===== src/rtl/multdiv_sequencer_pkg.sv =====
// Shared types and constants for the multiply/divide sequencer.
// Holds the FSM state encoding, the mul/div aluop codes, the rstatus register index and the default exception codes.
package multdiv_sequencer_pkg;

    typedef enum logic [1:0] {
        ST_IDLE  = 2'd0,
        ST_START = 2'd1,
        ST_BUSY  = 2'd2,
        ST_DONE  = 2'd3
    } state_t;

    localparam logic [4:0]  ALUOP_MUL        = 5'b00110;
    localparam logic [4:0]  ALUOP_DIV        = 5'b00111;
    localparam logic [4:0]  RSTATUS_REG      = 5'd30;
    localparam logic [31:0] DEF_MUL_EXC_CODE = 32'd4;
    localparam logic [31:0] DEF_DIV_EXC_CODE = 32'd5;

    // Decode helper for the X stage: an R-type aluop that belongs to this unit.
    function automatic logic is_multdiv_aluop(input logic [4:0] aluop);
        return (aluop == ALUOP_MUL) || (aluop == ALUOP_DIV);
    endfunction

endpackage


===== src/rtl/multdiv_sequencer_timeout_counter.sv =====
// Purpose: counts BUSY cycles and flags when the wait budget is spent.
// Latency: terminal is combinational from the registered count; clear/enable act on the next edge.
// Backpressure: none; the counter simply holds its value when it is not enabled.
module multdiv_sequencer_timeout_counter #(
    parameter int TIMEOUT = 40
) (
    input  logic clock,
    input  logic reset,
    input  logic clear,
    input  logic enable,
    output logic terminal
);

    localparam int CW = $clog2(TIMEOUT) + 1;

    logic [CW-1:0] count;

    always_ff @(posedge clock or negedge reset) begin
        if (!reset) begin
            count <= '0;
        end else if (clear) begin
            count <= '0;
        end else if (enable) begin
            count <= count + CW'(1);
        end
    end

    assign terminal = (count == CW'(TIMEOUT - 1));

endmodule


===== src/rtl/multdiv_sequencer.sv =====
// Purpose: sequences the shared iterative mul/div unit and retires one result or rstatus exception per op.
// Latency: start pulse 1 cycle after issue, writeback 1 cycle after unit_ready (1 cycle for divide-by-zero, 42 on timeout).
// Backpressure: stall holds F/D/X from issue until the writeback cycle; abort drops stall at once.
module multdiv_sequencer
    import multdiv_sequencer_pkg::*;
#(
    parameter int          TIMEOUT      = 40,
    parameter logic [31:0] MUL_EXC_CODE = DEF_MUL_EXC_CODE,
    parameter logic [31:0] DIV_EXC_CODE = DEF_DIV_EXC_CODE
) (
    input  logic        clock,
    input  logic        reset,
    input  logic        issue_valid,
    input  logic        issue_op,
    input  logic [31:0] issue_a,
    input  logic [31:0] issue_b,
    input  logic [4:0]  issue_rd,
    input  logic        abort,
    output logic        ctrl_mult,
    output logic        ctrl_div,
    output logic [31:0] unit_a,
    output logic [31:0] unit_b,
    input  logic [31:0] unit_result,
    input  logic        unit_exc,
    input  logic        unit_ready,
    output logic        stall,
    output logic        wb_valid,
    output logic [4:0]  wb_rd,
    output logic [31:0] wb_data,
    output logic        timeout
);

    state_t      state_q, state_d;
    logic        op_q;
    logic [31:0] a_q, b_q, result_q;
    logic [4:0]  rd_q;
    logic        exc_q, to_q;

    logic accept, capture, force_exc;
    logic cnt_clear, cnt_enable, cnt_terminal;

    multdiv_sequencer_timeout_counter #(
        .TIMEOUT (TIMEOUT)
    ) u_timeout_counter (
        .clock    (clock),
        .reset    (reset),
        .clear    (cnt_clear),
        .enable   (cnt_enable),
        .terminal (cnt_terminal)
    );

    always_ff @(posedge clock or negedge reset) begin
        if (!reset) begin
            state_q <= ST_IDLE;
        end else begin
            state_q <= state_d;
        end
    end

    always_comb begin
        state_d    = state_q;
        stall      = 1'b0;
        ctrl_mult  = 1'b0;
        ctrl_div   = 1'b0;
        wb_valid   = 1'b0;
        timeout    = 1'b0;
        accept     = 1'b0;
        capture    = 1'b0;
        force_exc  = 1'b0;
        cnt_clear  = 1'b0;
        cnt_enable = 1'b0;
        case (state_q)
            ST_IDLE: begin
                stall = issue_valid;
                if (issue_valid) begin
                    accept  = 1'b1;
                    state_d = (issue_op && (issue_b == '0)) ? ST_DONE : ST_START;
                end
            end
            ST_START: begin
                stall     = 1'b1;
                ctrl_mult = ~op_q;
                ctrl_div  = op_q;
                cnt_clear = 1'b1;
                state_d   = ST_BUSY;
            end
            ST_BUSY: begin
                stall      = 1'b1;
                cnt_enable = 1'b1;
                if (unit_ready) begin
                    capture = 1'b1;
                    state_d = ST_DONE;
                end else if (cnt_terminal) begin
                    force_exc = 1'b1;
                    state_d   = ST_DONE;
                end
            end
            ST_DONE: begin
                wb_valid = 1'b1;
                timeout  = to_q;
                state_d  = ST_IDLE;
            end
            default: state_d = ST_IDLE;
        endcase
        // abort overrides every event, including acceptance of a new op in IDLE
        if (abort) begin
            state_d    = ST_IDLE;
            stall      = 1'b0;
            ctrl_mult  = 1'b0;
            ctrl_div   = 1'b0;
            wb_valid   = 1'b0;
            timeout    = 1'b0;
            accept     = 1'b0;
            capture    = 1'b0;
            force_exc  = 1'b0;
            cnt_clear  = 1'b0;
            cnt_enable = 1'b0;
        end
        if (!reset) begin
            stall = 1'b0;
        end
    end

    always_ff @(posedge clock or negedge reset) begin
        if (!reset) begin
            op_q     <= 1'b0;
            a_q      <= '0;
            b_q      <= '0;
            rd_q     <= '0;
            result_q <= '0;
            exc_q    <= 1'b0;
            to_q     <= 1'b0;
        end else if (accept) begin
            op_q  <= issue_op;
            a_q   <= issue_a;
            b_q   <= issue_b;
            rd_q  <= issue_rd;
            exc_q <= issue_op && (issue_b == '0);
            to_q  <= 1'b0;
        end else if (capture) begin
            result_q <= unit_result;
            exc_q    <= unit_exc;
        end else if (force_exc) begin
            exc_q <= 1'b1;
            to_q  <= 1'b1;
        end
    end

    assign unit_a  = a_q;
    assign unit_b  = b_q;
    assign wb_rd   = exc_q ? RSTATUS_REG : rd_q;
    assign wb_data = exc_q ? (op_q ? DIV_EXC_CODE : MUL_EXC_CODE) : result_q;

endmodule


===== config.mk =====
export PLATFORM = sky130hd
export DESIGN_NAME = multdiv_sequencer
export DESIGN_NICKNAME = d
export VERILOG_FILES = /design/src/rtl/multdiv_sequencer_pkg.sv /design/src/rtl/multdiv_sequencer_timeout_counter.sv /design/src/rtl/multdiv_sequencer.sv
export SDC_FILE = /design/constraint.sdc
export NUM_CORES = 1
export LEC_CHECK = 0
export BUFFER_PORTS_ARGS = -buffer_cell sky130_fd_sc_hd__buf_2
export CORE_UTILIZATION = 48
export DETAILED_ROUTE_END_ITERATION = 6
export PLACE_DENSITY = 0.82
export SLEW_MARGIN = 10
export SYNTH_ARGS = -nofsm -noshare
export SYNTH_HDL_FRONTEND = slang
export SYNTH_HIERARCHICAL = 1
export SYNTH_SLANG_ARGS = --single-unit

===== constraint.sdc =====
create_clock -name clock -period 2.31 [get_ports clock]
set_input_delay 0 -clock clock [delete_from_list [all_inputs] [get_ports clock]]
set_output_delay 0 -clock clock [all_outputs]
set_load 0.02 [all_outputs]

==> implementation parameters, run 1 <==
Parameter                              Value

Run status
  Run status    finished, final reports clean

Yosys
  Register area share after synthesis    between 50 and 60%
  Count of state elements after synthesis    around 110
  Ys Warns    6
  Total standard cell area after synthesis    a little under 5000 um^2
  Synth Instances    approximately 340
  Cell types occupying the most area after synthesis    sky130_fd_sc_hd__dfrtp_1 (57%), sky130_fd_sc_hd__mux2_2 (17%), sky130_fd_sc_hd__mux2_4 (9.1%), sky130_fd_sc_hd__nor2b_1 (4.7%), sky130_fd_sc_hd__ha_1 (1.5%)
  Post-Syn Nets    451
  Largest area contributor in the netlist    sky130_fd_sc_hd__dfrtp_1
  Number of unique standard cell types used by synthesis    37
  Proportion of netlist area held by the largest area contributor    between 50% and 60%
  Avg Cell Area, Syn    14.6 um^2

Timing
  Time the worst path needs with I/O delays and setup    2.09 ns
  Accumulated negative setup slack    0 ns
  Worst hold slack    ~0.079 ns
  Count of final setup violators    0
  Final slew viol count    0
  Transition time at the pin with the least slew margin    approximately 1.0 ns
  Setup repair after global routing missed its margin    false
  Share of the clock period used by the worst path after layout    between 90 and 100%
  Worst slew margin    a little under a third
  Highest clock frequency the design can meet    roughly 0.48 GHz
  Worst clock skew    about 0.013 ns
  Number of failing hold endpoints at the final stage    0

Clocking
  Latest clock arrival within the worst-skew pair    ~0.53 ns
  Clock net sink count    113
  Clock Pin Slew Worst Setup and Hold Paths    0.05 ns
  CTS tree    built
  Resized Gates After CTS    0
  Clk buf depth    2
  Inserted Clock Buffers    17
  Root buffer cell    sky130_fd_sc_hd__clkbuf_8
  H-tree depth reported by CTS    4

Power and ir drop
  Areal power density over the cells    between 1000 and 1500 nW/um^2
  Total power of the final layout    just over 9 mW
  Leakage power    around 3.9 nW
  Highest ir drop seen on vdd    823 uV

Drt
  Sum of routed wire length over all layers    between 10,000 and 15,000 um
  Vias    4,052
  Vias per cell    between 4 and 5
  DR pass1 iterations    4
  Remaining number of nets flagged by the antenna check after routing    0
  Residual DRC count    0
  Routed wire per std cell    between 15 and 20 um
  Drt first-iter violations    approximately 110

Die
  Height of the die    103 um
  Std-Cell Rows    36
  Die Width    just over 100 um
  Initial cell density of the core    between 40% and 50%
  Ports    approximately 210
  Core Box Area    between 9000 and 10,000 um^2
  Area of the die    ~11,000 um^2

Critical path
  Total stage count of the critical path    6
  CP Launch Type    register
  Largest fanout on the critical path    20
  Arrival time reported for the critical path endpoint    around 2.5 ns
  Crit-path cells    inv_1, ha_1, nand3b_1, and3_2, buf_12, mux2_4
  Max stage delay on crit path    between 0.4 and 0.5 ns
  Worst setup path class    register to register
  Reg2Reg Depth    6
  Critical-path top delay cell    sky130_fd_sc_hd__dfrtp_1
  Endpoint kind of the worst setup timing path    register
  Worst path buffer plus inverter count    2
  Cell family with most CP delay    simple AND/OR/NAND/NOR gates
  Critical Path RT    ~2.7 ns

Global routing
  Met2 Resource Use GR    about half
  Top Usage Layer GRT    met2
  Total global routing overflow    0
  Total routing usage reported by global routing    28.4%
  Antenna violations before repair    0
  Number of global-route vias before repair    4,467
  Largest net degree at the start of global routing    90
  First-pass GRT wire length    ~22,000 um
  Met1 routing resource usage after global routing    a little under a third
  Met3 Track Usage GR    a little under a tenth

Final layout
  Fraction of layout cells with a size suffix above 1    roughly 54%
  Utilization of the core after routing    between 70 and 80%
  Growth of design area from synthesis to finish    58.1%
  Diode insertion count for antenna repair    0
  Commonest cells after routing, fill and taps aside    sky130_fd_sc_hd__buf_2 (212), sky130_fd_sc_hd__dfrtp_1 (113), sky130_fd_sc_hd__dlygate4sd3_1 (107)
  Net total in the final layout    a little under 800
  Count of fill cells added during filler insertion    between 500 and 600
  Most frequent standard cell in the layout excluding fill and tap cells    sky130_fd_sc_hd__buf_2
  Final cell area excluding filler cells    approximately 7800 um^2

Place
  Placed standard-cell area    ~6100 um^2
  HPWL reported at the end of detailed placement    about 8400 um
  Global placement routability congestion    ~0.77
  Port Buffers    around 210

Hold path
  Worst hold path type    input port to register
  Hold path cells    5

Flow run
  Number of max-cap violations    0
## logic make-up after synthesis
logic type	count (synthesis)	share of synthesized area, %
xor gates and xnor gates	5	0.889
DFF	113	57.4
and+or+nand+nor	79	10.0
AOI/OAI and AO/OA	10	1.32
buffers and inverters	19	2.57
adders and majority gates	6	1.52
muxes	105	26.2
## worst reg2reg max path, delay by kind of cell, from the launching register on
kind	cells	cell delay (ns)
and+or+nand+nor	2	0.59
DFF	1	0.43
buffers and inverters	2	0.35
muxes	1	0.33
adders and majority gates	1	0.27
## final cells by class
class                           instances  area (um^2)  share of cell area (%)
Multi-Input combinational cell        205         1970                    25.3
Tap cell                              133          166                    2.14
Clock inverter                         10          135                    1.74
Inverter                                2         7.51                  0.0964
Sequential cell                       113         2830                    36.3
Clock buffer                           21          449                    5.77
Timing Repair Buffer                  327         2230                    28.6
## state kept, by name, summed over array words and instances (netlist names)
signal / flops
u_timeout_counter/count: 7
unit_b: 32
result_q: 32
state_q: 2
unit_a: 32
exc_q: 1
rd_q: 5
to_q: 1
op_q: 1
## what timing repair did
action / in CTS / in global routing
hold endpoints to repair: 226 / 0
hold buffers: 107 / 0
setup buffers: 0 / 0
## Yosys cell counts
library cell,n
sky130_fd_sc_hd__nor4b_1,1
sky130_fd_sc_hd__inv_1,2
sky130_fd_sc_hd__dfrtp_1,113
sky130_fd_sc_hd__ha_1,6
sky130_fd_sc_hd__o31ai_2,1
sky130_fd_sc_hd__and3b_1,1
sky130_fd_sc_hd__o22ai_1,1
sky130_fd_sc_hd__xnor2_1,2
sky130_fd_sc_hd__nor2_1,9
sky130_fd_sc_hd__nor2b_2,1
sky130_fd_sc_hd__mux2_4,30
sky130_fd_sc_hd__and2_1,2
sky130_fd_sc_hd__xor2_1,3
sky130_fd_sc_hd__nor4b_2,1
sky130_fd_sc_hd__mux2_2,73
sky130_fd_sc_hd__nand3_1,2
sky130_fd_sc_hd__nand4_1,4
sky130_fd_sc_hd__o21a_1,1
sky130_fd_sc_hd__o21ai_0,1
sky130_fd_sc_hd__o221ai_1,1
sky130_fd_sc_hd__nand2_1,2
sky130_fd_sc_hd__or2_2,5
sky130_fd_sc_hd__nand3_2,1
sky130_fd_sc_hd__buf_6,3
sky130_fd_sc_hd__or4_4,1
sky130_fd_sc_hd__buf_4,8
sky130_fd_sc_hd__mux2i_1,2
sky130_fd_sc_hd__nor4_1,7
sky130_fd_sc_hd__buf_2,2
sky130_fd_sc_hd__or3_1,2
sky130_fd_sc_hd__a21oi_1,4
sky130_fd_sc_hd__o21ai_1,1
sky130_fd_sc_hd__nand3b_1,1
sky130_fd_sc_hd__nor2b_1,37
sky130_fd_sc_hd__clkbuf_1,4
sky130_fd_sc_hd__and3_1,1
sky130_fd_sc_hd__or4b_1,1
## path summary, 6_finish.rpt
kind / from / end / slack (ns)
worst min-delay path: issue_valid / state_q[1] / 0.08
max in group asynchronous: reset / result_q[15] / 0.90
worst min register to register: rd_q[4] / rd_q[4] / 0.49
min in group asynchronous: reset / state_q[0] / 0.09
worst max register to register: state_q[0] / result_q[10] / 0.22
worst max-delay path: state_q[0] / result_q[10] / 0.22
## stage by stage
| step | setup slack (ns) | std cells |
|---|---|---|
| after floorplan | 0.463 | 337 |
| after detailed placement | 0.253 | 673 |
| after CTS | 0.224 | 811 |
| after global routing | 0.0735 | 811 |
| after global placement | 0.357 | 673 |
| final | 0.225 | 811 |
## power breakdown
part / total, mW / internal [mW] / switching [mW]
registers: 3.19 / 2.74 / 0.459
clock network: 2.59 / 1.68 / 0.901
logic: 3.50 / 1.60 / 1.90
total: 9.28 / 6.02 / 3.26
## routing by layer
layer,wire length (um),up-vias
met1,5840,1981
met4,398,0
li1,-,1838
met2,7560,197
met5,0,-
met3,1040,36
No activity file was read; power rests on OpenSTA's default activity.
==> inputs of run 2 (changes only) <==
- RECOVER_POWER: not set -> 50
==> run 2 against run 1 <==
  * Sequential power about the same
  * Worst setup slack improved by 0.0058 ns
  * Clock power about the same
  * Power decreased by 1.3%
  * Wire length about the same
  * Count of clock-buffer cells in the layout unchanged
  * Register-to-register slack about the same
  * Worst hold slack improved by 0.0010 ns
  * Largest power group unchanged
==> implementation parameters, run 2 (synthesis results as in run 1) <==
Parameter                              Value

Final layout
  Net total in the final layout    780 (unchanged)
  Fraction of layout cells with a size suffix above 1    43.4% (-10 points)
  Diode insertion count for antenna repair    0 (unchanged)
  Commonest cells after routing, fill and taps aside    sky130_fd_sc_hd__buf_2 (146), sky130_fd_sc_hd__dfrtp_1 (113), sky130_fd_sc_hd__dlygate4sd3_1 (107)
  Count of fill cells added during filler insertion    580 (+9.6%)
  Utilization of the core after routing    77.9% (-1.1 points)
  Area occupied by multi-input gates    1970 um^2 (-0.13%)
  Sequential cell area in the final layout    2830 um^2 (unchanged)
  Most frequent standard cell in the layout excluding fill and tap cells    sky130_fd_sc_hd__buf_2
  Growth of design area from synthesis to finish    56.0%

Die
  Area of the die    10,700 um^2 (unchanged)
  Core Box Area    9860 um^2 (unchanged)
  Std-Cell Rows    36 (unchanged)
  Ports    214 (unchanged)
  Initial cell density of the core    49.9% (unchanged)
  Height of the die    103 um (unchanged)
  Die Width    103 um (unchanged)

Hold path
  Hold path cells    5 (unchanged)
  Worst hold path type    input port to register
  Worst Hold Endpoint    state_q[1]
  Launch point of the worst hold path    issue_valid

Global routing
  Number of global-route vias before repair    4,467 (unchanged)
  Total global routing overflow    0 (unchanged)
  Largest net degree at the start of global routing    90 (unchanged)
  First-pass GRT wire length    22,100 um (unchanged)
  Total routing usage reported by global routing    28.4% (unchanged)
  Antenna violations before repair    0 (unchanged)

Critical path
  Worst setup path class    register to register
  Endpoint kind of the worst setup timing path    register
  Beginning of the worst register-to-register path    state_q[0]
  Critical Path RT    2.71 ns (about the same)
  Worst path buffer plus inverter count    2 (unchanged)
  Cell family with most CP delay    simple AND/OR/NAND/NOR gates
  Max stage delay on crit path    0.43 ns (about the same)
  Reg2Reg Setup Slack    0.23 ns (about the same)
  Reg2Reg Depth    6 (unchanged)
  Destination of the worst register-to-register timing path    result_q[10]
  Arrival time reported for the critical path endpoint    2.48 ns (about the same)
  Crit-path cells    inv_1, ha_1, nand3b_1, and3_2, buf_12, mux2_4
  Critical-path top delay cell    sky130_fd_sc_hd__dfrtp_1
  CP Launch Type    register
  Total stage count of the critical path    6 (unchanged)
  Largest fanout on the critical path    20 (unchanged)

Clocking
  Clock Pin Slew Worst Setup and Hold Paths    0.05 ns (about the same)
  Inserted Clock Buffers    17 (unchanged)
  Root buffer cell    sky130_fd_sc_hd__clkbuf_8
  H-tree depth reported by CTS    4 (unchanged)
  Clock net sink count    113 (unchanged)
  Latest clock arrival within the worst-skew pair    0.53 ns (about the same)
  Clk buf depth    2 (unchanged)
  CTS tree    built

Place
  HPWL reported at the end of detailed placement    8430 um (unchanged)
  Global placement routability congestion    0.767 (unchanged)
  Port Buffers    213 (unchanged)

Drt
  Vias per cell    5.02 (+0.39%)
  Routed wire per std cell    18.3 um (about the same)
  Drt first-iter violations    94 (-12%)
  Residual DRC count    0 (unchanged)
  Vias    4,068 (+0.39%)
  DR pass1 iterations    5 (+1)
  Sum of routed wire length over all layers    14,800 um (about the same)
  Remaining number of nets flagged by the antenna check after routing    0 (unchanged)

Timing
  Transition time at the pin with the least slew margin    1.21 ns (+0.184 ns)
  Number of failing hold endpoints at the final stage    0 (unchanged)
  Time the worst path needs with I/O delays and setup    2.08 ns (-0.00581 ns)
  Worst clock skew    0.0134 ns (+0.000607 ns)
  Setup repair after global routing missed its margin    false
  Highest clock frequency the design can meet    0.481 GHz (+0.28%)
  Accumulated negative setup slack    0 ns (unchanged)
  Count of final setup violators    0 (unchanged)
  Share of the clock period used by the worst path after layout    90.0% (-0.25 points)
  Final slew viol count    0 (unchanged)
  Worst slew margin    19.4% (-12 points)

Power and ir drop
  Leakage power    3.66 nW (-5.2%)
  Areal power density over the cells    1190 nW/um^2 (about the same)
  Highest ir drop seen on vdd    798 uV (-3.0%)

Flow run
  Number of max-cap violations    0 (unchanged)

Run status
  Run status    finished, final reports clean
[run 2: through the flow]
step / hold slack, ns / total power, mW / setup slack, ns / cells / instance area [um^2]
finish: 0.0799 / 9.15 / 0.230 / 811 / 7680
global route: 0.121 / 9.55 / 0.0735 / 811 / 7680
CTS: 0.0521 / 9.20 / 0.224 / 811 / 7790
detailed placement: -0.0752 / 6.41 / 0.253 / 673 / 6130
global placement: -0.0754 / 6.28 / 0.357 / 673 / 6130
floorplan: -0.296 / 5.25 / 0.463 / 337 / 4920
[run 2: report_power, final]
group,internal (mW),switching [mW]
Clock,1.69,0.901
Sequential,2.74,0.471
Combinational,1.46,1.90
Total,5.89,3.27
[run 2: worst min-delay path: cells and delay by family]
kind / cells / cell delay [ns]
simple gates: 2 / 0.30
compound gates: 2 / 0.13
buf+inv: 1 / 0.12
[run 2: final cells by class]
type | instances | share of cell area [%]
Inverter | 2 | 0.0977
Sequential cell | 113 | 36.8
Tap cell | 133 | 2.17
Timing Repair Buffer | 327 | 27.7
Clock buffer | 21 | 5.85
Multi-Input combinational cell | 205 | 25.6
Clock inverter | 10 | 1.76
[run 2: worst max-delay path by stage]
stage / from / end / slack [ns]
floorplan: u_timeout_counter/count[0] / state_q[1] / 0.46
global placement: state_q[0] / result_q[1] / 0.36
detailed placement: state_q[0] / result_q[2] / 0.25
CTS: state_q[0] / result_q[15] / 0.22
global route: state_q[1] / ctrl_mult / 0.07
finish: state_q[0] / result_q[10] / 0.23
[run 2: repair_timing]
item,in CTS,in global routing
gates resized for setup,0,0
hold endpoints to repair,226,0
hold buffers,107,0
buffers inserted,0,0
[run 2: layer usage]
metal | share of wire [%] | track usage [%] | wire length [um]
met3 | 6.7 | 9.14 | 986
met4 | 2.6 | 14.0 | 388
met1 | 40 | 30.8 | 5870
met5 | 0 | 0 | 0
met2 | 51 | 50.3 | 7580
